`src/rtl/pit_irq_monitor_if.sv`:
```
// Timer-interrupt monitor bus: interrupt line, enable and host ack in; status and timing readback out.
interface pit_irq_monitor_if #(
  parameter int unsigned COUNT_WIDTH = 8,
  parameter int unsigned TS_WIDTH    = 16
);
  logic                   irq_in;
  logic                   enable;
  logic                   ack;
  logic                   pending;
  logic [COUNT_WIDTH-1:0] irq_count;
  logic                   overflow;
  logic [TS_WIDTH-1:0]    first_ts;
  logic [TS_WIDTH-1:0]    last_period;
  logic                   period_valid;

  modport master (
    output irq_in, enable, ack,
    input  pending, irq_count, overflow, first_ts, last_period, period_valid
  );

  modport slave (
    input  irq_in, enable, ack,
    output pending, irq_count, overflow, first_ts, last_period, period_valid
  );
endinterface

```
`src/rtl/pit_irq_monitor.sv`:
```
// Latches timer interrupt pulses as a pending interrupt held until host ack, counting and
// timestamping them, and measures the interval between consecutive captured edges.
module pit_irq_monitor #(
  parameter int unsigned COUNT_WIDTH = 8,
  parameter int unsigned TS_WIDTH    = 16
) (
  input logic              clk,
  input logic              rst_n,
  pit_irq_monitor_if.slave bus
);
  typedef enum logic {IDLE, PENDING} state_t;

  localparam logic [COUNT_WIDTH-1:0] COUNT_ONE = COUNT_WIDTH'(1);
  localparam logic [COUNT_WIDTH-1:0] COUNT_MAX = '1;

  state_t                 state;
  logic [TS_WIDTH-1:0]    ts;
  logic [TS_WIDTH-1:0]    last_edge_ts;
  logic                   irq_d;
  logic                   seen_edge;
  logic                   edge_det;
  logic [COUNT_WIDTH-1:0] count_q;
  logic                   overflow_q;
  logic [TS_WIDTH-1:0]    first_ts_q;
  logic [TS_WIDTH-1:0]    last_period_q;
  logic                   period_valid_q;

  always_comb edge_det = bus.enable & bus.irq_in & ~irq_d;

  always_ff @(posedge clk) begin
    if (!rst_n) begin
      state          <= IDLE;
      ts             <= '0;
      last_edge_ts   <= '0;
      irq_d          <= 1'b0;
      seen_edge      <= 1'b0;
      count_q        <= '0;
      overflow_q     <= 1'b0;
      first_ts_q     <= '0;
      last_period_q  <= '0;
      period_valid_q <= 1'b0;
    end else begin
      ts    <= ts + TS_WIDTH'(1);
      irq_d <= bus.irq_in;

      // Interval tracking runs on every captured edge, independent of the pending state.
      if (edge_det) begin
        if (seen_edge) begin
          last_period_q  <= ts - last_edge_ts;
          period_valid_q <= 1'b1;
        end
        last_edge_ts <= ts;
        seen_edge    <= 1'b1;
      end

      case (state)
        IDLE: begin
          if (edge_det) begin
            state      <= PENDING;
            count_q    <= COUNT_ONE;
            first_ts_q <= ts;
            overflow_q <= 1'b0;
          end
        end
        PENDING: begin
          // Ack with a simultaneous edge: the ack retires the old interrupt and the
          // edge opens a fresh one, so the state stays PENDING with a restarted count.
          if (edge_det && bus.ack) begin
            count_q    <= COUNT_ONE;
            first_ts_q <= ts;
            overflow_q <= 1'b0;
          end else if (edge_det) begin
            if (count_q != COUNT_MAX) count_q <= count_q + COUNT_WIDTH'(1);
            overflow_q <= 1'b1;
          end else if (bus.ack) begin
            state      <= IDLE;
            count_q    <= '0;
            overflow_q <= 1'b0;
            first_ts_q <= '0;
          end
        end
        default: state <= IDLE;
      endcase
    end
  end

  assign bus.pending      = (state == PENDING);
  assign bus.irq_count    = count_q;
  assign bus.overflow     = overflow_q;
  assign bus.first_ts     = first_ts_q;
  assign bus.last_period  = last_period_q;
  assign bus.period_valid = period_valid_q;
endmodule
```
`src/flat_wrapper.sv`:
```
// flat-port wrapper written by rule: the top's interface ports become plain ports
module pit_irq_monitor_flat 
#(
  parameter int unsigned COUNT_WIDTH = 8,
  parameter int unsigned TS_WIDTH    = 16
)
  (clk, rst_n, bus_irq_in, bus_enable, bus_ack, bus_pending, bus_irq_count, bus_overflow, bus_first_ts, bus_last_period, bus_period_valid);
  pit_irq_monitor_if #(.COUNT_WIDTH(COUNT_WIDTH), .TS_WIDTH(TS_WIDTH)) bus_i ();
  input logic clk;
  input logic rst_n;
  input wire logic [$bits(bus_i.irq_in)-1:0] bus_irq_in;
  input wire logic [$bits(bus_i.enable)-1:0] bus_enable;
  input wire logic [$bits(bus_i.ack)-1:0] bus_ack;
  output wire logic [$bits(bus_i.pending)-1:0] bus_pending;
  output wire logic [$bits(bus_i.irq_count)-1:0] bus_irq_count;
  output wire logic [$bits(bus_i.overflow)-1:0] bus_overflow;
  output wire logic [$bits(bus_i.first_ts)-1:0] bus_first_ts;
  output wire logic [$bits(bus_i.last_period)-1:0] bus_last_period;
  output wire logic [$bits(bus_i.period_valid)-1:0] bus_period_valid;
  assign bus_i.irq_in = bus_irq_in;
  assign bus_i.enable = bus_enable;
  assign bus_i.ack = bus_ack;
  assign bus_pending = bus_i.pending;
  assign bus_irq_count = bus_i.irq_count;
  assign bus_overflow = bus_i.overflow;
  assign bus_first_ts = bus_i.first_ts;
  assign bus_last_period = bus_i.last_period;
  assign bus_period_valid = bus_i.period_valid;
  pit_irq_monitor #(.COUNT_WIDTH(COUNT_WIDTH), .TS_WIDTH(TS_WIDTH)) u_core (.clk(clk), .rst_n(rst_n), .bus(bus_i));
endmodule
```
`config.mk`:
```
export PLATFORM = sky130hd
export DESIGN_NAME = pit_irq_monitor_flat
export DESIGN_NICKNAME = d
export VERILOG_FILES = /design/src/rtl/pit_irq_monitor_if.sv /design/src/rtl/pit_irq_monitor.sv /design/src/flat_wrapper.sv
export SDC_FILE = /design/constraint.sdc
export NUM_CORES = 1
export LEC_CHECK = 0
export BUFFER_PORTS_ARGS = -buffer_cell sky130_fd_sc_hd__buf_2
export CAP_MARGIN = 15
export CORE_MARGIN = 4
export CORE_UTILIZATION = 50
export CTS_BUF_LIST = sky130_fd_sc_hd__clkbuf_8
export CTS_CLUSTER_DIAMETER = 80
export DETAILED_ROUTE_END_ITERATION = 8
export PLACE_DENSITY = 0.71
export SLEW_MARGIN = 20
export SYNTH_ARGS = -nofsm -noshare
export SYNTH_HDL_FRONTEND = slang
export SYNTH_SLANG_ARGS = --single-unit
```
`constraint.sdc`:
```
create_clock -name clk -period 2.7 [get_ports clk]
set_clock_uncertainty 0.1 [all_clocks]
set_input_delay 0.135 -clock clk [delete_from_list [all_inputs] [get_ports clk]]
set_output_delay 0.135 -clock clk [all_outputs]
set_load 0.05 [all_outputs]
```
======== Yosys cells after proc, flatten, opt, wreduce, memory -nomap -nowiden ========
Cells that the tools add are included.
storage, ports and cells
  register bits ........................... 77
  output and inout port bits .............. 43
  logic and storage cells ................. 49
operators by class
  add/sub/neg operators ................... 3
  eq/ne operators ......................... 6
  muxes and demuxes ....................... 21
  bitwise operators ....................... 4
  reductions and logical operators ........ 5
operators by type and width
  operator                                                number
  two-way mux 16 bit                                      4
  two-way mux 8 bit                                       5
  one-hot mux 16 bit (2 select lines)                     1
  adder 16 x 1 -> 16 bit (second input constant)          1
  one-hot mux 8 bit (2 select lines)                      1
  subtractor 16 bit                                       1
  adder 8 x 1 -> 8 bit (second input constant)            1
  two-way mux 1 bit                                       8
  inequality test 4 bit (second input constant)           2
  inequality test 8 bit (second input constant)           1
  inequality test 3 bit (second input constant)           2
  AND reduction 3 bit                                     2
  one-hot mux 1 bit (2 select lines)                      2
  AND reduction 2 bit                                     2
  AND 1 bit                                               2
  inequality test 2 x 1 -> 1 bit (second input constant)  1
  inverter 1 bit                                          2
  logical AND 1 bit                                       1

======== Logic depth before layout (Yosys ltp) ========
Gate-level depths: netlist (run 1).
  word-level depth ........................ 5
  depth in mapped cells ................... 9

======== Least setup slack after synthesis (run 1) ========
Ideal clock, no wire load.
  kind .................................... reg-to-reg
  start point ............................. register u_core.ts[0]
  end point ............................... register u_core.last_period_q[8], in the netlist u_core.bus.last_period[8]
  library setup time ...................... 63 ps
  arrival ................................. 2146 ps
  data required time ...................... 2537 ps
  path slack .............................. 391 ps
  stages on the path, launching flop included .. 10
  buffers on the path ..................... 0
  period minus slack after synthesis ...... 2309 ps
  cells stage by stage .................... dfxtp_1 -> inv_1 -> ha_1 -> fa_1 -> and2b_1 -> o211ai_1 -> a21oi_2 -> a21oi_1 -> or4b_1 -> nand3_1
on the way
  cells in the longest elaborated chain, start to end .. 1
RTL lines
  item                      RTL line               text
  start: declaration        pit_irq_monitor.sv:17  logic [TS_WIDTH-1:0] ts;
  start signal: assignment  pit_irq_monitor.sv:43  ts <= ts + TS_WIDTH'(1);
  subtractor 16 bit         pit_irq_monitor.sv:49  last_period_q <= ts - last_edge_ts;
  end signal: assignment    pit_irq_monitor.sv:49
  end: declaration          pit_irq_monitor.sv:25  logic [TS_WIDTH-1:0] last_period_q;
No other way between the ends.
A chain may end at the register's enable or synchronous reset.

======== Worst setup path in the final report (run 1) ========
Same ends and word-level chain as after synthesis.

==> results summary, run 1 <==
The clock transition at the register clock pins on the worst setup and hold paths after CTS came out at 0.08 ns. The H-tree level count came out at 3. Summed over all instances, the cell type with the most area after synthesis is sky130_fd_sc_hd__dfxtp_1. The final critical-path share of the clock period is 94.43%. The maximum clock insertion buffer count is 2.

Global routing used 19.46% of the available tracks. The placed standard-cell area is 4048 um2. Power spread over the standard cell area amounts to 527.6 nW/um2. The final count of hold timing violations is 0. The number of standard cells in the layout, taps in and fillers out came out at 582. The number of input and output port buffers inserted came out at 47. The most used flip-flop cell after synthesis is sky130_fd_sc_hd__dfxtp_1. The kind of end point of the critical path is a register. The master of the slowest instance on the critical path is sky130_fd_sc_hd__or4b_1.

The flow ran to the end, and the final reports show no timing, DRC or antenna violations. For this run, the slowest stage of the critical path takes 0.50 ns. The area inside the core boundary is 7214 um2.

The buffers plus inverters on the worst setup path came out at 1. Traced cell by cell, the critical path runs through inv_1, ha_1, fa_1, and2b_1, o211ai_1, a21oi_2, a21oi_1, or4b_1, nand3_1. By area, the combinational part of the netlist is dominated by simple AND/OR/NAND/NOR gates. The average wire per cell in the routed design is 13.82 um. The share of the Yosys chip area taken by registers is 41.61%. The fraction of layout cells with a size suffix above 1 is 15.73%. The HPWL after detailed placement is 5796 um.

The number of global-route vias before repair is 2934. In this run the static leakage power is 1.741 nW. The number of placed I/O pins came out at 48. The average size of a mapped cell came out at 8.636 um2. The maximum clock frequency is 392.2 MHz. For this run, the number of Yosys warnings is 0.

The storage element area came out at 1541 um2. The share of power burned in the clock network is 38.6%. After filler insertion, the fill cell instance count of the layout stands at 675. The total internal power is 1.678 mW. The pin count of the biggest net entering global routing came out at 31.

The number of buffers inserted to repair setup after CTS is 0. In this run, the number of DRC markers left after iteration 0 of detailed routing was 90. The number of synthesized flops with an enable pin came out at 0. The final design area excluding fillers is 4269 um2. Setup violations remaining at the end of the flow were counted as 0. The remaining global-route overflow came out at 0.

The number of design rule violations left after detail routing is 0. Sorting the synthesized cells by area gives the leading types as sky130_fd_sc_hd__dfxtp_1 42%, sky130_fd_sc_hd__nand2_1 6.1%, sky130_fd_sc_hd__ha_1 5.7%. The startpoint-to-endpoint class of the critical path is reg -> reg. The final estimated routing congestion in global placement is 0.8573. Summing the areas of all compound-gate instances in the mapped netlist gives 18.47% of the synthesized area. The floorplan step set the die width to 94.08 um. The path class of the tightest hold or removal check is in -> reg. The vertical die dimension is 94.08 um.

After detailed routing, the number of vias per cell comes to 5.301. Grouping stages by cell kind, the critical path spends the most delay in simple AND/OR/NAND/NOR gates. The synthesized netlist contains 47 unique library cells. The number of detailed-route iterations in the first pass came out at 4. The number of synthesized register bits is 77. The number of antenna violations at the first check in global routing is 0.

Of the post-synthesis cell area, the part taken by muxes is 0.2702%. The share of flip-flops with an asynchronous set or reset after synthesis came out at 0%. The master cell of the clock root buffer is sky130_fd_sc_hd__clkbuf_8.

The post-synthesis net count is 452. The number of instances in the synthesized netlist came out at 429. The net switching fraction of the power came out at 25.48%.

The transition at the pin with the smallest max-transition slack came out at 0.4836 ns. The analysis attributes to net switching a power of 0.5739 mW. The global-route wire length before repair came out at 13720 um.

The minimum clock period after layout is 2.550 ns. The clock latency on the worst-skew pair is 0.34 ns. The sum of routed wire length over all layers came out at 8042 um.

The synthesized netlist devotes 22.09% of its cell area to simple gates. The cell row count is 31. At the worst endpoint, the required time is 2.89 ns. The number of CTS-inserted buffers came out at 9. In the final design database the tool counted 501 nets. In the final layout, the multi-input gates occupy 2008 um2. STA classifies the critical path startpoint as a register. The floorplan step defined a die boundary enclosing 8851 um2. The layout overhead on the synthesized area is 15.23%.

The combinational power share came out at 9.7%. Setup repair after global routing left no endpoint under its margin. Clock tree synthesis found a total of 77 sinks. The via count is 3085. Across the VDD grid, the largest voltage drop is 0.2800 mV.

For the final routed database, the setup TNS stands at 0 ns. The share of the synthesized area in the top cell type is 41.61%. The initial standard-cell utilization of the core is 51.35%. The synthesized cell area is 3705 um2. The instance count after placement with tap cells included is 564. The detail route stage leaves a number of antenna-violating nets equal to 0. The worst hold slack after final layout came out at 0.1690 ns. The total inserted antenna cells came out at 0. The worst slew margin relative to its limit is 67.68%. In this run the worst path has a maximum fanout of 6.

The TritonCTS clock tree is done. The max-slew violation count is 0. The number of cells upsized or downsized after cts is 0. The number of max-capacitance violations reported is 0. The relative contribution of sequential cells to total power came out at 51.7%. The cts-stage hold buffer count came out at 2. The xor-xnor portion of the synthesized cell area came out at 7.092%.

The adder and majority gate portion of the synthesized area came out at 6.282%. The signal arrival time at the worst endpoint came out at 2.74 ns.
## worst paths after layout
| kind | from | end | slack, ns | cells past startpoint |
|---|---|---|---|---|
| min | rst_n | u_core.bus.period_valid$_SDFFE_PN0P_ | 0.17 | 2 |
| max reg2reg | u_core.ts[0]$_SDFF_PN0_ | u_core.bus.last_period[8]$_SDFFE_PN0P_ | 0.15 | 9 |
| min reg2reg | u_core.last_edge_ts[6]$_SDFFE_PN0N_ | u_core.last_edge_ts[6]$_SDFFE_PN0N_ | 0.36 | 2 |
| max | u_core.ts[0]$_SDFF_PN0_ | u_core.bus.last_period[8]$_SDFFE_PN0P_ | 0.15 | 9 |
## cell usage in the layout, fill, tap and decap left out, types with 16 or more instances in the layout
cell and count:
sky130_fd_sc_hd__nor2b_1 17, sky130_fd_sc_hd__a21oi_1 16, sky130_fd_sc_hd__o21ai_0 21, sky130_fd_sc_hd__ha_1 17, sky130_fd_sc_hd__xnor2_1 16, sky130_fd_sc_hd__nand2_1 60
sky130_fd_sc_hd__a22oi_1 16, sky130_fd_sc_hd__and2_1 17, sky130_fd_sc_hd__nand3_1 18, sky130_fd_sc_hd__nor2_1 19, sky130_fd_sc_hd__buf_2 47, sky130_fd_sc_hd__dfxtp_1 77
sky130_fd_sc_hd__a21boi_0 20, sky130_fd_sc_hd__inv_1 18
## state kept, by name (all words and copies together), names as in the netlist
signal,count
u_core.ts,16
u_core.last_edge_ts,16
u_core.bus.overflow,1
u_core.bus.period_valid,1
u_core.bus.first_ts,16
u_core.bus.pending,1
u_core.irq_d,1
u_core.bus.irq_count,8
u_core.seen_edge,1
u_core.bus.last_period,16
## metal layers
layer	GRT usage [%]	vias to the layer above	part of all wire, %
met4	5.054	0	0.98
met2	30.57	58	44
li1	-	1579	-
met3	4.808	6	4.5
met5	0	-	0
met1	26.65	1442	50
## per-stage QoR
stage	utilization, %	setup slack, ns	power, mW
final	59.17	0.1504	2.252
after global routing	59.17	0.02436	2.355
after CTS	59.17	0.1607	2.280
after detailed placement	56.10	0.2107	1.406
after global placement	56.10	0.2741	1.402
after floorplan	-	0.3914	1.354
## synth_stat cells (17+ instances only)
library cell	count
sky130_fd_sc_hd__o21ai_0	21
sky130_fd_sc_hd__nand2_1	60
sky130_fd_sc_hd__dfxtp_1	77
sky130_fd_sc_hd__a21boi_0	20
sky130_fd_sc_hd__nand3_1	18
sky130_fd_sc_hd__and2_1	17
sky130_fd_sc_hd__inv_1	17
sky130_fd_sc_hd__ha_1	17
sky130_fd_sc_hd__nor2b_1	17
sky130_fd_sc_hd__nor2_1	19
## final cells by class
cell class	count	share of cell area, %
Clock inverter	6	1.495
Sequential cell	77	36.11
Multi-Input combinational cell	314	47.04
Inverter	17	1.495
Clock buffer	10	3.224
Timing Repair Buffer	59	7.737
Tap cell	99	2.902
## kinds of logic (layout without fill, tap and decap cells)
kind of cell               count (synthesis)  in the layout
buffers and inverters                     38             92
DFF                                       77             77
and+or+nand+nor                          163            163
AOI/OAI and AO/OA                        102            102
xor gates and xnor gates                  30             30
adders and majority gates                 18             18
muxes                                      1              1
## power by group through the flow
stage,Clock (mW),Combinational [mW],Sequential (mW)
after detailed placement,0,0.215,1.19
after global placement,0,0.212,1.19
after floorplan,0,0.138,1.22
final,0.870,0.217,1.16
after CTS,0.897,0.219,1.16
after global routing,0.946,0.243,1.17
Power figures use the tool's default switching activity.
==> run 2, diff against run 1 <==
--- a/config.mk
+++ b/config.mk
@@ -8,11 +8,11 @@
 export BUFFER_PORTS_ARGS = -buffer_cell sky130_fd_sc_hd__buf_2
 export CAP_MARGIN = 15
 export CORE_MARGIN = 4
-export CORE_UTILIZATION = 50
+export CORE_UTILIZATION = 60
 export CTS_BUF_LIST = sky130_fd_sc_hd__clkbuf_8
 export CTS_CLUSTER_DIAMETER = 80
 export DETAILED_ROUTE_END_ITERATION = 8
-export PLACE_DENSITY = 0.71
+export PLACE_DENSITY = 0.82
 export SLEW_MARGIN = 20
 export SYNTH_ARGS = -nofsm -noshare
 export SYNTH_HDL_FRONTEND = slang
==> run 2 against run 1 <==
Design area decreased by 1.0%. Wire length decreased by 1.1%. Global-route usage increased by 3.3 points. Power increased by 1.4%. Sequential share of layout area increased by 0.40 points.
==> results summary, run 2 (synthesis results as in run 1) <==
The final count of hold timing violations came to 0 (unchanged). The count of antenna-violating nets left after detailed routing came out at 0 (unchanged). The final critical-path share of the clock period is 89.98% (-4.4 points).

The total inserted antenna cells is 0 (unchanged). The maximum fanout along the worst path is 6 (unchanged). The flow ran to the end, and the final reports show no timing, DRC or antenna violations.

The number of placed I/O pins came out at 48 (unchanged). The maximum clock insertion buffer count is 2 (unchanged). The minimum clock period after layout came out at 2.430 ns (-0.1201 ns). Among all stages on the critical path, the largest delay is contributed by sky130_fd_sc_hd__or4b_1. The overall fraction of global-route tracks in use came out at 22.80% (+3.3 points). The tree is rooted in a sky130_fd_sc_hd__clkbuf_8.

The clock transition at the register clock pins on the worst setup and hold paths after CTS came out at 0.09 ns (about the same). The die boundary width is 86.58 um (-8.0%). The number of detailed-route iterations in the first pass is 4 (unchanged). The required time of the critical path is 2.91 ns (+0.02 ns). The final estimated routing congestion in global placement came out at 0.9178 (+7.1%). The kind of start point of the critical path is a register.

The end-of-flow core utilization came out at 70.95% (+12 points). The TritonCTS clock tree is done. The peak supply drop is 0.3962 mV (+42%). The area inside the core boundary is 5956 um2 (-17%). The leakage power of the design came out at 1.739 nW (-0.14%). The number of antenna violations at the first check in global routing was 0 (unchanged). The longest individual stage delay on the worst path is 0.50 ns (about the same). The initial standard-cell utilization of the core is 62.21% (+11 points). Among cell families on the critical path, the largest total delay comes from simple AND/OR/NAND/NOR gates.

The final design area excluding fillers came out at 4225 um2 (-1.0%). The number of CTS-inserted buffers came out at 9 (unchanged). The worst min-delay path class is in -> reg. The instance count after placement with tap cells included is 539 (-4.4%). The transition at the pin with the smallest max-transition slack came out at 0.4871 ns (+0.003554 ns). From synthesis to final layout, the design area changed by 14.05%.

The signal arrival time at the worst endpoint is 2.64 ns (-0.10 ns). The commonest non-fill, non-tap cell in the layout is sky130_fd_sc_hd__dfxtp_1. The power per cell area came to 540.6 nW/um2 (+2.5%). The HPWL after detailed placement came to 5588 um (-3.6%). Setup repair after global routing left no endpoint under its margin.

The number of global-route vias before repair came out at 2984 (+1.7%). The number of sinks on the clock net came out at 77 (unchanged). The post-layout net count is 499 (-0.40%). The critical path goes through inv_1, ha_1, fa_1, and2b_1, o211ai_1, a21oi_2, a21oi_1, or4b_1, nand3_1. The clock latency on the worst-skew pair came out at 0.36 ns (+0.02 ns). The vias per cell came out at 5.599 (+5.6%).

STA classifies the critical path endpoint as a register. The critical path is of the reg -> reg type. The placed standard-cell area is 4010 um2 (-0.93%). The number of max-capacitance violations reported came out at 0 (unchanged). The vertical die dimension came to 86.58 um (-8.0%). The average wire per cell in the routed design is 14.31 um (+3.5%).

The total design power is 2.284 mW (+1.4%). The violation count after the first detailed-route iteration came to 208 (+130%). The number of input and output port buffers inserted came to 47 (unchanged). The fraction of layout cells with a size suffix above 1 came out at 16.01% (+0.27 points). The cell row count is 28 (-9.7%).

The worst-case setup slack after placement is 0.2306 ns (+0.01990 ns). The remaining global-route overflow came out at 0 (unchanged). The minimum setup slack in the final design came out at 0.2705 ns (+0.1201 ns). The sum of routed wire length over all layers is 7955 um (-1.1%). The number of buffers inserted to repair setup after CTS came out at 0 (unchanged). The worst slew margin relative to its limit came out at 67.45% (-0.24 points). The global-route wire length before repair came out at 13700 um (-0.20%). The via count came out at 3113 (+0.91%).

The pin count of the biggest net entering global routing is 33 (+6.5%). The maximum clock frequency came out at 411.6 MHz (+4.9%). The total die area is 7496 um2 (-15%). Leaving out fill and tap cells, the most frequent cells in the layout are 76 x sky130_fd_sc_hd__dfxtp_1, 60 x sky130_fd_sc_hd__nand2_1, 47 x sky130_fd_sc_hd__buf_2, 21 x sky130_fd_sc_hd__o21ai_0, 20 x sky130_fd_sc_hd__a21boi_0. The final setup violation count came to 0 (unchanged). The buffers plus inverters on the worst setup path is 1 (unchanged). The worst hold slack after final layout is 0.0005277 ns (-0.1684 ns). The max-slew violation count was 0 (unchanged). The H-tree level count came out at 3 (unchanged).

The sum of negative setup slack is 0 ns (unchanged). The number of design rule violations left after detail routing is 0 (unchanged). The number of standard cells in the layout, taps in and fillers out came to 556 (-4.5%).
-- run 2: worst paths after layout --
kind / depth (start not counted) / startpoint / end / slack (ns)
setup / recovery: 9 / u_core.ts[0]$_SDFF_PN0_ / u_core.bus.last_period[8]$_SDFFE_PN0P_ / 0.27
setup reg to reg: 9 / u_core.ts[0]$_SDFF_PN0_ / u_core.bus.last_period[8]$_SDFFE_PN0P_ / 0.27
hold reg to reg: 2 / u_core.last_edge_ts[8]$_SDFFE_PN0N_ / u_core.last_edge_ts[8]$_SDFFE_PN0N_ / 0.37
hold / removal: 4 / bus_ack / u_core.bus.pending$_SDFF_PN0_ / 0.0005
-- run 2: repair_timing --
action / 4_1_cts / 5_1_grt
setup endpoints to repair: 0 / 1
resized for setup: 0 / 1
endpoints found under the hold margin: 1 / 0
hold buffers: 1 / 0
-- run 2: cell type report --
type	instances	area, um2
Timing Repair Buffer	57	312.8
Clock inverter	7	80.08
Clock buffer	9	123.9
Inverter	17	63.81
Tap cell	75	93.84
Fill cell	505	1730
Sequential cell	77	1543
Multi-Input combinational cell	314	2008
-- run 2: report_power, final --
part	internal, mW	switching (mW)
clock network	0.438	0.467
registers	1.15	0.0151
logic	0.0779	0.136
-- run 2: layer usage --
layer | vias up | wire length [um] | track usage, %
li1 | 1578 | - | -
met1 | 1446 | 3829 | 29.72
met2 | 77 | 3635 | 37.76
met3 | 12 | 373 | 4.943
met4 | 0 | 116 | 7.082
met5 | - | 0 | 0
-- run 2: worst reg2reg max path: stages (launching register included) --
cell,delay [ns]
sky130_fd_sc_hd__dfxtp_2,0.39
sky130_fd_sc_hd__inv_1,0.05
sky130_fd_sc_hd__ha_1,0.19
sky130_fd_sc_hd__fa_1,0.40
sky130_fd_sc_hd__and2b_1,0.22
sky130_fd_sc_hd__o211ai_1,0.13
sky130_fd_sc_hd__a21oi_2,0.21
sky130_fd_sc_hd__a21oi_1,0.10
sky130_fd_sc_hd__or4b_1,0.50
sky130_fd_sc_hd__nand3_1,0.09
==> run 3, diff against run 2 <==
--- a/config.mk
+++ b/config.mk
@@ -5,6 +5,7 @@
 export SDC_FILE = /design/constraint.sdc
 export NUM_CORES = 1
 export LEC_CHECK = 0
+export ABC_AREA = 1
 export BUFFER_PORTS_ARGS = -buffer_cell sky130_fd_sc_hd__buf_2
 export CAP_MARGIN = 15
 export CORE_MARGIN = 4
==> run 3 against run 2 <==
Clock power up 10%. Global-route usage down 0.64 points. Setup slack better by 0.35 ns. Worst hold slack better by 0.089 ns. Via count up 20%. Wire length up 9.7%. Register-to-register slack better by 0.35 ns. Final cell count up 30%. Critical path type unchanged. Largest cell class unchanged. Largest power group unchanged.
==> results summary, run 3 <==
The flow ran to the end, and the final reports show no timing, DRC or antenna violations. The post-layout net count came out at 662 (+33%). The post-synthesis sequential area ratio came out at 38.34% (-3.3 points). TritonCTS built the clock tree.

The instance count after placement with tap cells included is 704 (+31%). The share of flip-flops with an asynchronous set or reset after synthesis is 0% (unchanged). The total design power was 2.412 mW (+5.6%). The signal arrival time at the worst endpoint came out at 2.23 ns (-0.41 ns). The violation count after the first detailed-route iteration came out at 185 (-11%). The pin count of the biggest net entering global routing is 34 (+3.0%). The number of input and output port buffers inserted is 47 (unchanged). The final setup violation count came out at 0 (unchanged). The critical path is of the reg -> reg type. The startpoint identified for the worst register-to-register timing path is u_core.ts[0]$_SDFF_PN0_. The end-of-flow core utilization came out at 70.76% (-0.19 points).

The vertical die dimension was 89.86 um (+3.8%). The overall fraction of global-route tracks in use came to 22.15% (-0.64 points). The transition at the pin with the smallest max-transition slack came to 0.4895 ns (+0.002368 ns). The post-synthesis net count is 616 (+36%). Compared with the post-synthesis result, the final layout area differs by 13.04%.

The number of filler cells placed in the layout is 534 (+5.7%). The power per cell area is 530.9 nW/um2 (-1.8%). The die boundary width is 89.86 um (+3.8%). The leakage power of the design is 2.128 nW (+22%). The sum of negative setup slack is 0 ns (unchanged). The HPWL after detailed placement is 6278 um (+12%). The final estimated routing congestion in global placement came out at 0.8685 (-5.4%). The number of synthesized register bits is 77 (unchanged). The global-route wire length before repair is 15140 um (+11%).

The total inserted antenna cells came out at 0 (unchanged). The average size of a mapped cell came out at 6.779 um2 (-21%). The worst setup path is captured at a register. The final critical-path share of the clock period came out at 77.18% (-13 points). The tightest min-delay check is of the in -> reg type. The number of placed I/O pins is 48 (unchanged). The master cell of the clock root buffer is sky130_fd_sc_hd__clkbuf_8. The most used flip-flop cell after synthesis is sky130_fd_sc_hd__dfxtp_1.

The number of detailed-route iterations in the first pass is 4 (unchanged). The share of the synthesized area in the top cell type came out at 38.34% (-3.3 points). The count of antenna-violating nets left after detailed routing came out at 0 (unchanged).

In the post-synthesis netlist, the biggest area contributors are sky130_fd_sc_hd__dfxtp_1 38%, sky130_fd_sc_hd__nand2_1 16%, sky130_fd_sc_hd__inv_1 8.7%. The clock latency on the worst-skew pair is 0.35 ns (about the same). The final design area excluding fillers was 4544 um2 (+7.6%). The most critical setup path has its endpoint at u_core.bus.last_period[8]$_SDFFE_PN0P_. The cell row count is 29 (+3.6%). The required time of the critical path came out at 2.85 ns (-0.06 ns). The final count of hold timing violations is 0 (unchanged). The setup slack of the worst register-to-register path is 0.62 ns (+0.35 ns).

The cell type with the largest total area after synthesis is sky130_fd_sc_hd__dfxtp_1. The number of cells on the worst hold path is 5 (+1). In this run the worst setup path begins at u_core.ts[0]$_SDFF_PN0_. The remaining global-route overflow was 0 (unchanged). By instance count, the leading cell after synthesis is sky130_fd_sc_hd__nand2_1. The minimum clock period after layout is 2.084 ns (-0.3457 ns). The H-tree level count came out at 3 (unchanged).

The number of instances in the synthesized netlist is 593 (+38%). The clock transition at the register clock pins on the worst setup and hold paths after CTS is 0.09 ns (about the same). The fraction of layout cells with a size suffix above 1 came out at 13.66% (-2.3 points).

The number of antenna violations at the first check in global routing is 0 (unchanged). The commonest cells after synthesis are 168 x sky130_fd_sc_hd__nand2_1, 93 x sky130_fd_sc_hd__inv_1, 77 x sky130_fd_sc_hd__dfxtp_1. The maximum fanout along the worst path came out at 6 (unchanged).

The number of global-route vias before repair is 3451 (+16%). The warning count from the yosys run came out at 0 (unchanged). The number of max-capacitance violations reported is 0 (unchanged). The number of synthesized flops with an enable pin is 0 (unchanged). The number of standard cells in the layout, taps in and fillers out came out at 721 (+30%). The peak supply drop came to 0.4241 mV (+7.0%).

The max-slew violation count is 0 (unchanged). The logic depth of the worst register-to-register path was 10 (+1). In the layout the commonest cells are 168 x sky130_fd_sc_hd__nand2_1, 93 x sky130_fd_sc_hd__inv_1, 77 x sky130_fd_sc_hd__dfxtp_1, 58 x sky130_fd_sc_hd__a21oi_1, 47 x sky130_fd_sc_hd__buf_2. Leaving out fill and tap cells, the most frequent cell in the layout is sky130_fd_sc_hd__nand2_1. The initial standard-cell utilization of the core is 62.59% (+0.39 points). The number of CTS-inserted buffers came out at 9 (unchanged). The number of cells upsized or downsized after cts came out at 0 (unchanged).

The maximum clock frequency came to 479.9 MHz (+17%). The vias per cell is 5.190 (-7.3%). The average wire per cell in the routed design came out at 12.10 um (-15%). The sum of routed wire length over all layers came out at 8727 um (+9.7%). The via count is 3742 (+20%). The worst slew margin relative to its limit came out at 67.37% (-0.079 points).

The worst register-to-register path ends at u_core.bus.last_period[8]$_SDFFE_PN0P_. The worst setup path is launched from a register. The maximum clock insertion buffer count came out at 2 (unchanged).

The number of sinks on the clock net was 77 (unchanged). Setup repair after global routing left no endpoint under its margin. The area inside the core boundary is 6422 um2 (+7.8%).

The number of design rule violations left after detail routing is 0 (unchanged). The synthesized cell area is 4020 um2 (+8.5%). The post-synthesis cell type count is 34 (-28%).

The placed standard-cell area came out at 4308 um2 (+7.4%). The total die area was 8074 um2 (+7.7%).
run 3: cell count changes after synthesis, moves of 10 or more:
cell                       delta
sky130_fd_sc_hd__nand2_1    +108
sky130_fd_sc_hd__inv_1       +76
sky130_fd_sc_hd__a21oi_1     +42
sky130_fd_sc_hd__nand3_1     +22
sky130_fd_sc_hd__a21boi_0    -20
sky130_fd_sc_hd__nor2_1      +18
sky130_fd_sc_hd__nor2b_1     -17
sky130_fd_sc_hd__a22oi_1     -16
sky130_fd_sc_hd__and2_1      -15
sky130_fd_sc_hd__xnor2_1     -15
sky130_fd_sc_hd__o21ai_0     -11
sky130_fd_sc_hd__o21ai_1     +10
run 3: worst min path at each step:
stage	from	to	slack, ns
floorplan	bus_irq_in	u_core.irq_d$_SDFF_PN0_	0.13
global placement	bus_irq_in	u_core.irq_d$_SDFF_PN0_	0.23
detailed placement	bus_irq_in	u_core.irq_d$_SDFF_PN0_	0.24
CTS	bus_ack	u_core.bus.irq_count[0]$_SDFFE_PN0P_	0.08
global route	bus_ack	u_core.bus.irq_count[0]$_SDFFE_PN0P_	0.10
finish	bus_ack	u_core.bus.irq_count[0]$_SDFFE_PN0P_	0.09
run 3: report_power, final:
part | total [mW] | leakage [nW] | internal, mW | switching [mW]
clock | 1.00 | 0.117 | 0.535 | 0.467
combinational | 0.240 | 1.39 | 0.0690 | 0.171
sequential | 1.17 | 0.623 | 1.15 | 0.0165
run 3: per-stage QoR:
stage,worst slack (ns),hold WS (ns)
2_1_floorplan,0.8355,0.1285
6_report,0.6162,0.08916
3_5_place_dp,0.6924,0.2354
4_1_cts,0.6319,0.07631
5_1_grt,0.4497,0.1035
3_3_place_gp,0.7461,0.2314
run 3: cell type report:
class / instances / area, um2 / area share [%]
well taps: 77 / 96.34 / 2.120
repair buffers: 52 / 275.3 / 6.057
clock buffers: 9 / 123.9 / 2.726
flip-flops and latches: 77 / 1541 / 33.92
clock inverters: 7 / 102.6 / 2.258
multi-input cells: 400 / 2033 / 44.74
inverters: 99 / 371.6 / 8.177
run 3: timing repair:
item / in CTS / in global routing
hold endpoints to repair: 1 / 0
setup endpoints to repair: 0 / 0
setup buffers: 0 / 0
hold buffers: 1 / 0
run 3: logic make-up (layout without fill, tap and decap cells):
family / count (synthesis) / in the layout / synth area share (%)
AOI/OAI and AO/OA: 92 / 92 / 12.26
xor gates and xnor gates: 8 / 8 / 1.743
adders and majority gates: 18 / 18 / 5.789
buffers and inverters: 116 / 167 / 11.08
DFF: 77 / 77 / 38.34
and+or+nand+nor: 282 / 282 / 30.78
run 3: worst max-delay path, stage by stage (launching register included):
cell                       delay (ns)
sky130_fd_sc_hd__dfxtp_1         0.45
sky130_fd_sc_hd__inv_1           0.08
sky130_fd_sc_hd__ha_1            0.22
sky130_fd_sc_hd__fa_1            0.41
sky130_fd_sc_hd__inv_1           0.10
sky130_fd_sc_hd__nand3_1         0.07
sky130_fd_sc_hd__nand3_1         0.13
sky130_fd_sc_hd__a21oi_1         0.09
sky130_fd_sc_hd__and2_1          0.14
sky130_fd_sc_hd__o21bai_1        0.14
sky130_fd_sc_hd__inv_1           0.05
run 3: metal layers:
metal  up-vias  global-route usage (%)  routed length (um)
met4         0                   8.673                 118
met1      1717                   27.10                4047
li1       1960                       -                   -
met2        55                   38.85                4281
met5         -                       0                   0
met3        10                   3.756                 280
